### config.mk
export PLATFORM = sky130hd
export DESIGN_NAME = axis_word_packer
export DESIGN_NICKNAME = d
export VERILOG_FILES = /design/src/rtl/axis_word_packer_pkg.sv /design/src/rtl/axis_word_packer_acc.sv /design/src/rtl/iob_reg_re.sv /design/src/rtl/axis_word_packer.sv
export SDC_FILE = /design/constraint.sdc
export NUM_CORES = 1
export LEC_CHECK = 0
export ABC_AREA = 1
export BUFFER_PORTS_ARGS = -buffer_cell sky130_fd_sc_hd__buf_2
export CORE_ASPECT_RATIO = 1.5
export CORE_MARGIN = 2
export CORE_UTILIZATION = 55
export CTS_CLUSTER_SIZE = 28
export DETAILED_ROUTE_END_ITERATION = 12
export HOLD_SLACK_MARGIN = 0.1
export PLACE_DENSITY = 0.87
export SLEW_MARGIN = 5
export SYNTH_ARGS = -nofsm -noshare
export SYNTH_HDL_FRONTEND = slang
export SYNTH_SLANG_ARGS = --single-unit
### constraint.sdc
create_clock -name clk_i -period 4.25 [get_ports clk_i]
set_input_delay 0.2125 -clock clk_i [delete_from_list [all_inputs] [get_ports clk_i]]
set_output_delay 0.2125 -clock clk_i [all_outputs]
set_load 0.05 [all_outputs]
### src/rtl/axis_word_packer_pkg.sv
// Shared constants and width helpers for the byte-to-word packer.
// Latency: n/a (declarations only).
// Backpressure: n/a.
package axis_word_packer_pkg;

  // Output-register occupancy: a word is held exactly when out_valid_o is high
  localparam logic [0:0] ST_EMPTY = 1'b0;
  localparam logic [0:0] ST_FULL  = 1'b1;

  // Number of input lanes per output word
  function automatic int ratio_f(input int data_w, input int lane_w);
    return data_w / lane_w;
  endfunction

  // Width of a lane index (0..ratio-1)
  function automatic int lane_idx_w_f(input int ratio);
    return (ratio > 1) ? $clog2(ratio) : 1;
  endfunction

  // Width of a lane count (1..ratio)
  function automatic int cnt_w_f(input int ratio);
    return $clog2(ratio) + 1;
  endfunction

endpackage

### src/rtl/axis_word_packer_acc.sv
// Lane accumulator: collects input lanes little-endian and exposes the word with the current lane merged.
// Latency: o_merged is combinational; stored lanes appear in r_acc one cycle after acceptance.
// Backpressure: none internally; the caller only asserts i_lane_vld for accepted lanes.
module axis_word_packer_acc #(
  parameter int IN_W  = 8,
  parameter int RATIO = 4,
  parameter int CW    = 2
) (
  input  logic                  i_clk,
  input  logic                  i_cke,
  input  logic                  i_rst,
  input  logic                  i_lane_vld,
  input  logic [IN_W-1:0]       i_lane_dat,
  input  logic                  i_clr,
  output logic [CW-1:0]         o_cnt,
  output logic [RATIO*IN_W-1:0] o_merged
);

  logic [RATIO*IN_W-1:0] r_acc;
  logic [CW-1:0]         r_cnt;

  assign o_cnt = r_cnt;

  // Overlay the incoming lane at the current lane index; unfilled lanes stay zero
  always_comb begin
    o_merged = r_acc;
    for (int k = 0; k < RATIO; k++) begin
      if (i_lane_vld && (r_cnt == CW'(k))) begin
        o_merged[k*IN_W +: IN_W] = i_lane_dat;
      end
    end
  end

  // Clear on word completion (the merged word leaves via the output register), else append
  always_ff @(posedge i_clk) begin
    if (i_cke) begin
      if (i_rst || i_clr) begin
        r_acc <= '0;
        r_cnt <= '0;
      end else if (i_lane_vld) begin
        r_acc <= o_merged;
        r_cnt <= r_cnt + CW'(1);
      end
    end
  end

endmodule

### src/rtl/iob_reg_re.sv
// Generic register with clock enable, synchronous reset and load enable.
// Latency: 1 cycle from data_i to data_o when en_i is high.
// Backpressure: none; holds whenever cke_i or en_i is low.
module iob_reg_re #(
  parameter int                DATA_W  = 1,
  parameter logic [DATA_W-1:0] RST_VAL = '0
) (
  input  logic              clk_i,
  input  logic              cke_i,
  input  logic              rst_i,
  input  logic              en_i,
  input  logic [DATA_W-1:0] data_i,
  output logic [DATA_W-1:0] data_o
);

  // Reset wins over load; everything frozen while the clock enable is low
  always_ff @(posedge clk_i) begin
    if (cke_i) begin
      if (rst_i) begin
        data_o <= RST_VAL;
      end else if (en_i) begin
        data_o <= data_i;
      end
    end
  end

endmodule

### src/rtl/axis_word_packer.sv
// Packs a narrow lane stream little-endian into AXI_DATA_W words with lane count; optional AXIS_WORD_PACKER_FLUSH_EN adds flush_i.
// Latency: 1 cycle from the completing input lane to out_valid_o; one lane per cycle sustained.
// Backpressure: in_ready_o = !out_valid_o || out_ready_i; held word stays stable until consumed.
module axis_word_packer
  import axis_word_packer_pkg::*;
#(
  parameter int IN_W       = 8,
  parameter int AXI_DATA_W = 32,
  parameter int CNT_W      = cnt_w_f(ratio_f(AXI_DATA_W, IN_W))
) (
  input  logic                  clk_i,
  input  logic                  cke_i,
  input  logic                  rst_i,
`ifdef AXIS_WORD_PACKER_FLUSH_EN
  input  logic                  flush_i,
`endif
  input  logic [IN_W-1:0]       in_data_i,
  input  logic                  in_valid_i,
  input  logic                  in_last_i,
  output logic                  in_ready_o,
  output logic [AXI_DATA_W-1:0] out_data_o,
  output logic                  out_valid_o,
  output logic                  out_last_o,
  output logic [CNT_W-1:0]      out_nbytes_o,
  input  logic                  out_ready_i
);

  localparam int RATIO = ratio_f(AXI_DATA_W, IN_W);
  localparam int CW    = lane_idx_w_f(RATIO);

  logic [CW-1:0]         w_cnt;
  logic [AXI_DATA_W-1:0] w_merged;
  logic [0:0]            w_state;
  logic                  w_free;
  logic                  w_accept;
  logic                  w_consume;
  logic                  w_lane_done;
  logic                  w_flush;
  logic                  w_complete;
  logic [CNT_W-1:0]      w_fill;

  // Occupancy of the single output register doubles as the EMPTY/FULL state
  assign w_state     = out_valid_o ? ST_FULL : ST_EMPTY;
  assign w_free      = (w_state == ST_EMPTY) || out_ready_i;
  assign in_ready_o  = w_free;
  assign w_accept    = in_valid_i && w_free;
  assign w_consume   = (w_state == ST_FULL) && out_ready_i;
  assign w_lane_done = w_accept && ((w_cnt == CW'(RATIO - 1)) || in_last_i);

`ifdef AXIS_WORD_PACKER_FLUSH_EN
  // A flush drains whatever is buffered, including a lane accepted in the same cycle
  assign w_flush = flush_i && w_free && ((w_cnt != '0) || w_accept);
`else
  assign w_flush = 1'b0;
`endif

  assign w_complete = w_lane_done || w_flush;
  assign w_fill     = CNT_W'(w_cnt) + CNT_W'(w_accept);

  axis_word_packer_acc #(
    .IN_W (IN_W),
    .RATIO(RATIO),
    .CW   (CW)
  ) u_acc (
    .i_clk     (clk_i),
    .i_cke     (cke_i),
    .i_rst     (rst_i),
    .i_lane_vld(w_accept),
    .i_lane_dat(in_data_i),
    .i_clr     (w_complete),
    .o_cnt     (w_cnt),
    .o_merged  (w_merged)
  );

  iob_reg_re #(.DATA_W(AXI_DATA_W)) u_data_reg (
    .clk_i (clk_i),
    .cke_i (cke_i),
    .rst_i (rst_i),
    .en_i  (w_complete),
    .data_i(w_merged),
    .data_o(out_data_o)
  );

  iob_reg_re #(.DATA_W(1)) u_last_reg (
    .clk_i (clk_i),
    .cke_i (cke_i),
    .rst_i (rst_i),
    .en_i  (w_complete),
    .data_i(w_accept && in_last_i),
    .data_o(out_last_o)
  );

  iob_reg_re #(.DATA_W(CNT_W)) u_nbytes_reg (
    .clk_i (clk_i),
    .cke_i (cke_i),
    .rst_i (rst_i),
    .en_i  (w_complete),
    .data_i(w_fill),
    .data_o(out_nbytes_o)
  );

  // Valid reloads on completion, drops on a consume without a new word
  iob_reg_re #(.DATA_W(1)) u_valid_reg (
    .clk_i (clk_i),
    .cke_i (cke_i),
    .rst_i (rst_i),
    .en_i  (w_complete || w_consume),
    .data_i(w_complete),
    .data_o(out_valid_o)
  );

endmodule

==> results of run 1 <==
[area by class of cell]
cell class                      instances  area [um2]  area share
Multi-Input combinational cell        186       899.6      0.2400
Inverter                               52       195.2     0.05207
Tap cell                               72       90.09     0.02403
Clock buffer                           10       127.6     0.03405
Timing Repair Buffer                   54       277.8     0.07410
Sequential cell                        71        2132      0.5688
Clock inverter                          5       26.28    0.007009
[power groups by stage]
| stage | logic (mW) | registers (mW) | clock network (mW) |
|---|---|---|---|
| after detailed placement | 0.249 | 0.856 | 0 |
| after CTS | 0.252 | 0.841 | 0.443 |
| final | 0.251 | 0.841 | 0.437 |
| after global placement | 0.242 | 0.854 | 0 |
| after floorplan | 0.122 | 0.934 | 0 |
| after global routing | 0.274 | 0.845 | 0.470 |
[worst reg2reg max path: stages, from the launching register on]
cell,delay (ns)
sky130_fd_sc_hd__edfxtp_1,0.43
sky130_fd_sc_hd__nand2_2,0.09
sky130_fd_sc_hd__buf_4,0.36
sky130_fd_sc_hd__nand3_2,0.16
sky130_fd_sc_hd__nand2_2,0.55
sky130_fd_sc_hd__nand2_1,0.16
sky130_fd_sc_hd__inv_1,0.68
sky130_fd_sc_hd__buf_4,0.36
[path summary, 6_finish.rpt]
| kind | slack (ns) | end | startpoint |
|---|---|---|---|
| worst max-delay path | 1.17 | u_data_reg.data_o[7] | u_valid_reg.data_o |
| worst min-delay path | 0.22 | u_valid_reg.data_o | cke_i |
| worst max register to register | 1.17 | u_data_reg.data_o[7] | u_valid_reg.data_o |
| worst min register to register | 0.66 | u_data_reg.data_o[9] | u_acc.r_acc[9] |
[layer usage]
metal  global-route usage  share of wire  wire (um)  up-vias
met1               0.2551           0.39       2520     1061
met5                    0              0          0        -
met3              0.04148          0.055        353       12
li1                     -              -          -     1156
met4               0.1031          0.024        153        0
met2               0.3522           0.53       3435       93
[cells in the final DEF, fill, tap and decap left out, types with 2 or more instances in the layout]
cell type,instances
sky130_fd_sc_hd__nand3_2,2
sky130_fd_sc_hd__nand4_1,32
sky130_fd_sc_hd__nor2_1,70
sky130_fd_sc_hd__ha_1,6
sky130_fd_sc_hd__buf_2,51
sky130_fd_sc_hd__nand3_4,3
sky130_fd_sc_hd__nand2_1,68
sky130_fd_sc_hd__buf_4,3
sky130_fd_sc_hd__clkbuf_8,9
sky130_fd_sc_hd__clkinv_2,3
sky130_fd_sc_hd__edfxtp_1,71
sky130_fd_sc_hd__inv_1,51
sky130_fd_sc_hd__nand2_2,2
[through the flow]
stage | utilization | worst slack, ns | power, mW
floorplan | - | 1.135 | 1.056
global placement | 0.6123 | 1.348 | 1.096
detailed placement | 0.6123 | 1.155 | 1.105
CTS | 0.6385 | 1.129 | 1.536
global route | 0.6385 | 0.9115 | 1.589
finish | 0.6385 | 1.172 | 1.529
[state kept, by name, indices dropped and copies added, names as in the netlist]
name and cells:
u_last_reg.data_o 1, u_acc.r_acc 32, u_acc.o_cnt 2, u_data_reg.data_o 32, u_valid_reg.data_o 1, u_nbytes_reg.data_o 3
[cell families (layout without fill, tap and decap cells)]
group,after synthesis,in the layout,share of synthesized area
and+or+nand+nor,179,179,0.2415
DFF,71,71,0.6330
buffers and inverters,71,121,0.1010
adders and majority gates,6,6,0.02229
AOI/OAI and AO/OA,1,1,0.002230
==> impl_results.rst, run 1 <==
.. list-table::
   :header-rows: 1

   * - Metric
     - Value
   * - Status
     - completed
   * - Area share of the largest cell type after synthesis
     - 0.6330
   * - Top flip-flop cell by instance count after synthesis
     - sky130_fd_sc_hd__edfxtp_1
   * - Hold Path Stages
     - 3
   * - Yosys top cell by area
     - sky130_fd_sc_hd__edfxtp_1
   * - Number of detailed-routing iterations run before antenna repair
     - 9
   * - Biggest fanout along the worst timing path
     - 39
   * - Initial antenna violation count
     - 0
   * - Unrepaired setup endpoints after global routing
     - false
   * - Vias
     - 2322
   * - Chain of cells forming the critical path
     - nand2_2 > buf_4 > nand3_2 > nand2_2 > nand2_1 > inv_1 > buf_4
   * - Crit path depth
     - 7
   * - Post-route fraction of the period consumed by the critical path
     - 0.7243
   * - EDFF count, synth
     - 71
   * - Antenna fix cells
     - 0
   * - Final setup TNS
     - 0 ns
   * - Internal power
     - 1.087 mW
   * - Final number of max-transition violations
     - 0
   * - Worst slew pin tran
     - 0.8776 ns
   * - Clk root buf
     - sky130_fd_sc_hd__clkbuf_8
   * - Routability cong.
     - 0.8210
   * - Cell at the slowest stage of the critical path
     - sky130_fd_sc_hd__inv_1
   * - Maximum clock frequency
     - 0.3248 GHz
   * - Number of warnings issued by yosys
     - 0
   * - Switching power summed over all nets
     - 0.4420 mW
   * - Post-route insts no fill
     - 450
   * - First-iteration detailed-routing DRC count
     - 195
   * - Setup Buffers After CTS
     - 0
   * - Part of the total power dissipated in the clock network
     - 0.286
   * - Placed Cells
     - 435
   * - Area inside the core boundary
     - 5871 um2
   * - DPL Wire Length
     - 4291 um
   * - Seq/Total Area, Yosys
     - 0.6330
   * - Clock tree buffer depth
     - 2
   * - Worst supply voltage drop on vdd
     - 0.0002429 V
   * - Worst max-slew margin expressed relative to the limit
     - 0.4143
   * - TritonCTS clock tree
     - yes
   * - Period minus WS final
     - 3.078 ns
   * - Flops & latches, synth
     - 71
   * - Slowest cell delay on critical path
     - 0.68 ns
   * - Vias in the first global route
     - 2185
   * - Count of fill cells added during filler insertion
     - 468
   * - Count of maximum capacitance violations
     - 0
   * - Total global routing track utilization
     - 0.2103
   * - Routed wire length
     - 6463 um
   * - Clock-pin slew of the registers on the worst-case setup and hold paths
     - 0.07 ns
   * - Endpoints failing hold
     - 0
   * - Worst hold path class
     - in2reg
   * - R2r worst-path depth
     - 7
   * - Number of sinks driven by the clock tree
     - 71
   * - Switching Fraction
     - 0.2891
   * - Number of distinct library cells after synthesis
     - 17
   * - Via density
     - 5.160
   * - Hold_ws
     - 0.2246 ns
   * - Most numerous cell in the Yosys netlist
     - sky130_fd_sc_hd__edfxtp_1
   * - Endpoint required time on the critical path
     - 4.29 ns
   * - Average detailed-routed wire length per instance
     - 14.36 um
   * - Final-stage net count
     - 394
   * - Level count of the clock H-tree
     - 3
   * - Proportion of layout cells with a drive suffix above 1
     - 0.2011
   * - Number of buffers added by the clock tree synthesis step
     - 9
   * - Sequential share of power
     - 0.550
   * - Cell area after synthesis
     - 3368 um2
   * - Critical path start-end classification
     - reg2reg
   * - # rows
     - 34
   * - Post-synthesis instance total
     - 328
   * - Area of the die
     - 6779 um2
   * - Maximum number of pins on one net before global-route repair
     - 40
   * - Worst path buffer plus inverter count
     - 3
   * - Placed cell areas
     - 3595 um2
   * - Die boundary height
     - 99.85 um
   * - Area delta synth->final
     - 11.29%
   * - Max Clock Skew
     - 0.007679 ns
   * - Number of setup violations in the final report
     - 0
   * - Average cell area after synthesis
     - 10.27 um2
   * - Overflow left after global routing
     - 0
   * - Combinational cell fraction of total power
     - 0.164
   * - Clk Latency, worst-skew pair
     - 0.34 ns
   * - Cts repair resizes
     - 0
   * - Dominant delay contributor by cell family on the critical path
     - buffers and inverters
   * - Most area-consuming cells after synthesis
     - sky130_fd_sc_hd__edfxtp_1, sky130_fd_sc_hd__nor2_1, sky130_fd_sc_hd__nand2_1
   * - Residual DRC
     - 0
   * - Hold buffers post-CTS
     - 0
   * - FFs w/ async S/R, synth
     - 0
   * - Antenna violation net count after detailed routing
     - 0
   * - Number of nets in the synthesized netlist
     - 348
   * - Static leakage power
     - 1.734 nW
   * - Data arrival time of the worst path
     - 3.12 ns
   * - X dimension of the die
     - 67.90 um
   * - CP Launch Type
     - flop
   * - Global-route wire length before repair
     - 10290 um
   * - Total power per unit cell area
     - 407.8 nW/um2
   * - Finished Cell Area
     - 3749 um2
   * - Port-buffer cells
     - 51
   * - Critical Path End Type
     - flop
   * - Ranking of synthesized cells by instance count
     - sky130_fd_sc_hd__edfxtp_1, sky130_fd_sc_hd__nor2_1, sky130_fd_sc_hd__nand2_1
   * - Num ports
     - 52
   * - Initial cell density of the core
     - 0.5737
Note: power is estimated with default switching activity, not from simulation.
==> run 2: changes to the inputs <==
--- a/config.mk
+++ b/config.mk
@@ -9,11 +9,11 @@
 export BUFFER_PORTS_ARGS = -buffer_cell sky130_fd_sc_hd__buf_2
 export CORE_ASPECT_RATIO = 1.5
 export CORE_MARGIN = 2
-export CORE_UTILIZATION = 55
+export CORE_UTILIZATION = 51
 export CTS_CLUSTER_SIZE = 28
 export DETAILED_ROUTE_END_ITERATION = 12
 export HOLD_SLACK_MARGIN = 0.1
-export PLACE_DENSITY = 0.87
+export PLACE_DENSITY = 0.85
 export SLEW_MARGIN = 5
 export SYNTH_ARGS = -nofsm -noshare
 export SYNTH_HDL_FRONTEND = slang
==> constraint.sdc (replaced) <==
create_clock -name clk_i -period 2.5 [get_ports clk_i]
set_input_delay 0.125 -clock clk_i [delete_from_list [all_inputs] [get_ports clk_i]]
set_output_delay 0.125 -clock clk_i [all_outputs]
set_load 0.05 [all_outputs]
==> impl_results.rst, run 2 (synthesis results as in run 1) <==
.. list-table::
   :header-rows: 1

   * - Metric
     - Value
   * - Clock tree buffer depth
     - 2
   * - Level count of the clock H-tree
     - 3
   * - Hold buffers post-CTS
     - 0
   * - Port-buffer cells
     - 51
   * - Largest regs
     - u_acc.r_acc (32), u_data_reg.data_o (32), u_nbytes_reg.data_o (3)
   * - Maximum number of pins on one net before global-route repair
     - 38
   * - Number of sinks driven by the clock tree
     - 71
   * - Cell at the slowest stage of the critical path
     - sky130_fd_sc_hd__edfxtp_1
   * - TritonCTS clock tree
     - yes
   * - Worst slew pin tran
     - 0.4624 ns
   * - DPL Wire Length
     - 4252 um
   * - Number of setup violations in the final report
     - 0
   * - Clk root buf
     - sky130_fd_sc_hd__clkbuf_8
   * - Static leakage power
     - 1.768 nW
   * - First-iteration detailed-routing DRC count
     - 237
   * - Residual DRC
     - 0
   * - Area of the die
     - 7284 um2
   * - Biggest fanout along the worst timing path
     - 36
   * - Antenna violation net count after detailed routing
     - 0
   * - Commonest cells after routing, fill and taps aside
     - sky130_fd_sc_hd__edfxtp_1, sky130_fd_sc_hd__nor2_1, sky130_fd_sc_hd__nand2_1
   * - Post-route fraction of the period consumed by the critical path
     - 0.7919
   * - Average detailed-routed wire length per instance
     - 14.22 um
   * - Cts repair resizes
     - 0
   * - Data arrival time of the worst path
     - 1.97 ns
   * - Maximum clock frequency
     - 0.5051 GHz
   * - Count of maximum capacitance violations
     - 0
   * - Routability cong.
     - 0.7900
   * - Total global routing track utilization
     - 0.1952
   * - Total power per unit cell area
     - 712.8 nW/um2
   * - Global-route wire length before repair
     - 10870 um
   * - Proportion of layout cells with a drive suffix above 1
     - 0.2068
   * - Chain of cells forming the critical path
     - ha_1 > inv_2 > nand2_1 > nand3_2 > nand2_2 > nand2_1 > inv_1 > buf_4
   * - Leading cell type in the layout, fill and taps excluded
     - sky130_fd_sc_hd__edfxtp_1
   * - Overflow left after global routing
     - 0
   * - Worst max-slew margin expressed relative to the limit
     - 0.6917
   * - Endpoints failing hold
     - 0
   * - Cell seen most often among critical-path stages
     - sky130_fd_sc_hd__nand2_1
   * - Routed wire length
     - 6513 um
   * - Number of buffers added by the clock tree synthesis step
     - 9
   * - Number of detailed-routing iterations run before antenna repair
     - 4
   * - Worst supply voltage drop on vdd
     - 0.0002740 V
   * - Placed Cells
     - 442
   * - Clk Latency, worst-skew pair
     - 0.35 ns
   * - Endpoint required time on the critical path
     - 2.49 ns
   * - Worst hold path class
     - in2reg
   * - Antenna fix cells
     - 0
   * - Initial antenna violation count
     - 0
   * - Post-route insts no fill
     - 458
   * - Num ports
     - 52
   * - Critical Path End Type
     - flop
   * - Die boundary height
     - 103.5 um
   * - Area inside the core boundary
     - 6441 um2
   * - X dimension of the die
     - 70.36 um
   * - Area delta synth->final
     - 13.11%
   * - Status
     - completed
   * - Via density
     - 5.155
   * - Period minus WS final
     - 1.980 ns
   * - Clock-pin slew of the registers on the worst-case setup and hold paths
     - 0.07 ns
   * - Slowest cell delay on critical path
     - 0.43 ns
   * - Critical path start-end classification
     - reg2reg
   * - # rows
     - 36
   * - Max Clock Skew
     - 0.008042 ns
   * - Vias
     - 2361
   * - Unrepaired setup endpoints after global routing
     - false
   * - CP Launch Type
     - flop
   * - Final-stage net count
     - 397
   * - Final setup TNS
     - 0 ns
   * - Vias in the first global route
     - 2321
   * - Final number of max-transition violations
     - 0
   * - Initial cell density of the core
     - 0.5229
   * - Setup Buffers After CTS
     - 0
[run 2: worst max-delay path: cells and delay by family, from the launching register on]
kind	cells	cell delay (ns)
fa+ha+maj	1	0.40
buf+inv	3	0.48
flops	1	0.43
simple gates	4	0.29
[run 2: path summary, 6_finish.rpt]
kind / start / end / slack, ns / cells after the start
min reg2reg: u_valid_reg.data_o / u_valid_reg.data_o / 0.65 / 2
min: out_ready_i / u_valid_reg.data_o / 0.11 / 3
max: u_acc.o_cnt[0] / u_data_reg.data_o[15] / 0.52 / 8
max reg2reg: u_acc.o_cnt[0] / u_data_reg.data_o[15] / 0.52 / 8
[run 2: area by class of cell]
type / count / area, um2
inverter: 52 / 195.2
fill: 538 / 2631
timing repair buffer: 57 / 300.3
sequential: 71 / 2132
tap: 76 / 95.09
clock inverter: 5 / 48.80
clock buffer: 11 / 131.4
multi-input combinational: 186 / 907.1
[run 2: stage by stage]
step / setup WS, ns / power, mW / instance area, um2 / hold slack, ns / utilization
6_report: 0.5202 / 2.716 / 3810 / 0.1104 / 0.5915
5_1_grt: 0.3604 / 2.823 / 3810 / 0.1315 / 0.5915
4_1_cts: 0.4995 / 2.733 / 3810 / 0.1059 / 0.5915
3_5_place_dp: 0.5222 / 1.886 / 3630 / 0.4800 / 0.5635
3_3_place_gp: 0.6355 / 1.871 / 3630 / 0.4680 / 0.5635
2_1_floorplan: 0.2898 / 1.796 / 3379 / 0.3479 / -
[run 2: metal layers]
metal  vias to the layer above  wire [um]  track usage
met3                        22        403      0.05058
li1                       1171          -            -
met5                         -          0            0
met1                      1066       2410       0.2202
met2                       102       3386       0.3255
met4                         0        313       0.1181
[run 2: power by group]
part | internal [mW] | total (mW) | switching (mW)
clock network | 0.453 | 0.854 | 0.401
registers | 1.41 | 1.43 | 0.0209
logic | 0.0984 | 0.433 | 0.335
total | 1.96 | 2.72 | 0.757
==> run 3: changes to the inputs <==
==> constraint.sdc (replaced) <==
create_clock -name clk_i -period 1.6 [get_ports clk_i]
set_input_delay 0.08 -clock clk_i [delete_from_list [all_inputs] [get_ports clk_i]]
set_output_delay 0.08 -clock clk_i [all_outputs]
set_load 0.05 [all_outputs]
==> impl_results.rst, run 3 (synthesis results as in run 1) <==
.. list-table::
   :header-rows: 1

   * - Metric
     - Value
   * - Slowest cell delay on critical path
     - 0.42 ns
   * - Vias
     - 2417
   * - Post-route fraction of the period consumed by the critical path
     - 0.9689
   * - Static leakage power
     - 1.825 nW
   * - Critical path start-end classification
     - reg2reg
   * - Worst supply voltage drop on vdd
     - 0.0005893 V
   * - Clock-pin slew of the registers on the worst-case setup and hold paths
     - 0.08 ns
   * - # rows
     - 36
   * - Routed wire length
     - 6650 um
   * - Post-layout total power
     - 4.382 mW
   * - Area of the die
     - 7284 um2
   * - Cell seen most often among critical-path stages
     - sky130_fd_sc_hd__nand2_2
   * - Endpoint required time on the critical path
     - 1.66 ns
   * - Worst max-slew margin expressed relative to the limit
     - 0.7320
   * - Maximum number of pins on one net before global-route repair
     - 38
   * - Count of fill cells added during filler insertion
     - 513
   * - Biggest fanout along the worst timing path
     - 26
   * - Number of sinks driven by the clock tree
     - 71
   * - Num ports
     - 52
   * - Dominant delay contributor by cell family on the critical path
     - flip-flops
   * - Total power per unit cell area
     - 1085 nW/um2
   * - Placed Cells
     - 446
   * - Placed cell areas
     - 3741 um2
   * - Level count of the clock H-tree
     - 3
   * - Proportion of layout cells with a drive suffix above 1
     - 0.2563
   * - Worst hold path class
     - in2reg
   * - Leading cell type in the layout, fill and taps excluded
     - sky130_fd_sc_hd__edfxtp_1
   * - R2r worst-path depth
     - 8
   * - Clock tree buffer depth
     - 2
   * - Via density
     - 5.143
   * - Area occupied by registers
     - 2132 um2
   * - X dimension of the die
     - 70.36 um
   * - Hold Path Stages
     - 3
   * - First-iteration detailed-routing DRC count
     - 248
   * - Count of maximum capacitance violations
     - 0
   * - TritonCTS clock tree
     - yes
   * - Average detailed-routed wire length per instance
     - 14.15 um
   * - Unrepaired setup endpoints after global routing
     - true
   * - Initial antenna violation count
     - 0
   * - Finished Cell Area
     - 4038 um2
   * - Overflow left after global routing
     - 0
   * - CP Launch Type
     - flop
   * - Cell at the slowest stage of the critical path
     - sky130_fd_sc_hd__edfxtp_1
   * - Final number of max-transition violations
     - 0
   * - Largest regs
     - u_acc.r_acc (32), u_data_reg.data_o (32), u_nbytes_reg.data_o (3)
   * - Routability cong.
     - 0.7924
   * - Max Clock Skew
     - 0.009554 ns
   * - Total global routing track utilization
     - 0.1988
   * - Number of setup violations in the final report
     - 0
   * - Crit path depth
     - 8
   * - Initial cell density of the core
     - 0.5229
   * - Commonest cells after routing, fill and taps aside
     - sky130_fd_sc_hd__edfxtp_1, sky130_fd_sc_hd__nor2_1, sky130_fd_sc_hd__nand2_1
   * - Port-buffer cells
     - 51
   * - Total area of multi-input combinational cells
     - 944.7 um2
   * - Status
     - completed
   * - Maximum clock frequency
     - 0.6450 GHz
   * - Clk Latency, worst-skew pair
     - 0.36 ns
   * - Global-route wire length before repair
     - 11120 um
   * - Vias in the first global route
     - 2386
   * - Endpoints failing hold
     - 0
   * - Antenna fix cells
     - 0
   * - Number of detailed-routing iterations run before antenna repair
     - 4
   * - Critical Path End Type
     - flop
   * - Final-stage net count
     - 409
   * - Worst path buffer plus inverter count
     - 3
   * - Chain of cells forming the critical path
     - ha_2 > inv_2 > nand2_2 > nand3_2 > nand2_2 > nand2_2 > clkinvlp_4 > buf_12
   * - Slack of the critical path
     - 0.04971 ns
   * - Antenna violation net count after detailed routing
     - 0
   * - Area inside the core boundary
     - 6441 um2
   * - DPL Wire Length
     - 4340 um
   * - Area delta synth->final
     - 19.87%
   * - Residual DRC
     - 0
   * - Clk root buf
     - sky130_fd_sc_hd__clkbuf_8
   * - Data arrival time of the worst path
     - 1.61 ns
   * - Post-placement worst setup slack
     - -0.03314 ns
   * - Die boundary height
     - 103.5 um
   * - Period minus WS final
     - 1.550 ns
   * - Worst slew pin tran
     - 0.4020 ns
   * - Final setup TNS
     - 0 ns
   * - Post-route insts no fill
     - 470
   * - Number of buffers added by the clock tree synthesis step
     - 9
-- run 3: cell count changes in the layout (fill, tap and decap cells not counted), moves of 2 or more --
| cell | change |
|---|---|
| sky130_fd_sc_hd__clkinv_2 | -2 |
| sky130_fd_sc_hd__buf_12 | +5 |
| sky130_fd_sc_hd__buf_4 | +2 |
| sky130_fd_sc_hd__ha_1 | -6 |
| sky130_fd_sc_hd__ha_2 | +6 |
| sky130_fd_sc_hd__clkinvlp_4 | +5 |
| sky130_fd_sc_hd__clkbuf_1 | -2 |
| sky130_fd_sc_hd__nand2_2 | +3 |
| sky130_fd_sc_hd__dlygate4sd3_1 | +4 |
| sky130_fd_sc_hd__nand2_1 | -4 |
-- run 3: what timing repair did --
| action | 4_1_cts | 5_1_grt |
|---|---|---|
| endpoints found under the hold margin | 2 | 0 |
| hold buffers | 4 | 0 |
| resized for setup | 1 | 8 |
| endpoints found under the setup margin | 70 | 100 |
| buffers inserted | 3 | 1 |
| pin swaps | 0 | 1 |
-- run 3: report_power, final --
group          switching (mW)  leakage (nW)  internal (mW)
logic                   0.538          1.04          0.203
registers              0.0331         0.697           2.20
clock network           0.694        0.0875          0.717
-- run 3: worst register-to-register path: stages, from the launching register on --
cell                         delay, ns
sky130_fd_sc_hd__edfxtp_1         0.42
sky130_fd_sc_hd__ha_2             0.22
sky130_fd_sc_hd__inv_2            0.04
sky130_fd_sc_hd__nand2_2          0.05
sky130_fd_sc_hd__nand3_2          0.08
sky130_fd_sc_hd__nand2_2          0.10
sky130_fd_sc_hd__nand2_2          0.07
sky130_fd_sc_hd__clkinvlp_4       0.09
sky130_fd_sc_hd__buf_12           0.18
-- run 3: per-layer routing --
metal | GRT usage | wire length (um)
met3 | 0.04767 | 412
met2 | 0.3140 | 3501
met5 | 0 | 0
met4 | 0.1209 | 256
met1 | 0.2439 | 2480
-- run 3: worst paths after layout --
| check | from | endpoint | slack [ns] |
|---|---|---|---|
| setup / recovery | u_acc.o_cnt[1] | u_nbytes_reg.data_o[0] | 0.05 |
| hold / removal | in_valid_i | u_valid_reg.data_o | 0.15 |
| setup reg to reg | u_acc.o_cnt[1] | u_nbytes_reg.data_o[0] | 0.05 |
| hold reg to reg | u_acc.r_acc[7] | u_data_reg.data_o[7] | 0.65 |
-- run 3: layout make-up --
| type | count | share of cell area |
|---|---|---|
| Clock buffer | 9 | 0.03068 |
| Clock inverter | 7 | 0.01828 |
| Inverter | 52 | 0.04927 |
| Multi-Input combinational cell | 186 | 0.2340 |
| Sequential cell | 71 | 0.5280 |
| Tap cell | 76 | 0.02355 |
| Timing Repair Buffer | 69 | 0.1162 |
-- run 3: per-stage QoR --
stage / hold WS, ns / utilization
floorplan: 0.3138 / -
global placement: 0.4319 / 0.5808
detailed placement: 0.4459 / 0.5808
CTS: 0.1460 / 0.6218
global route: 0.1546 / 0.6268
finish: 0.1509 / 0.6268
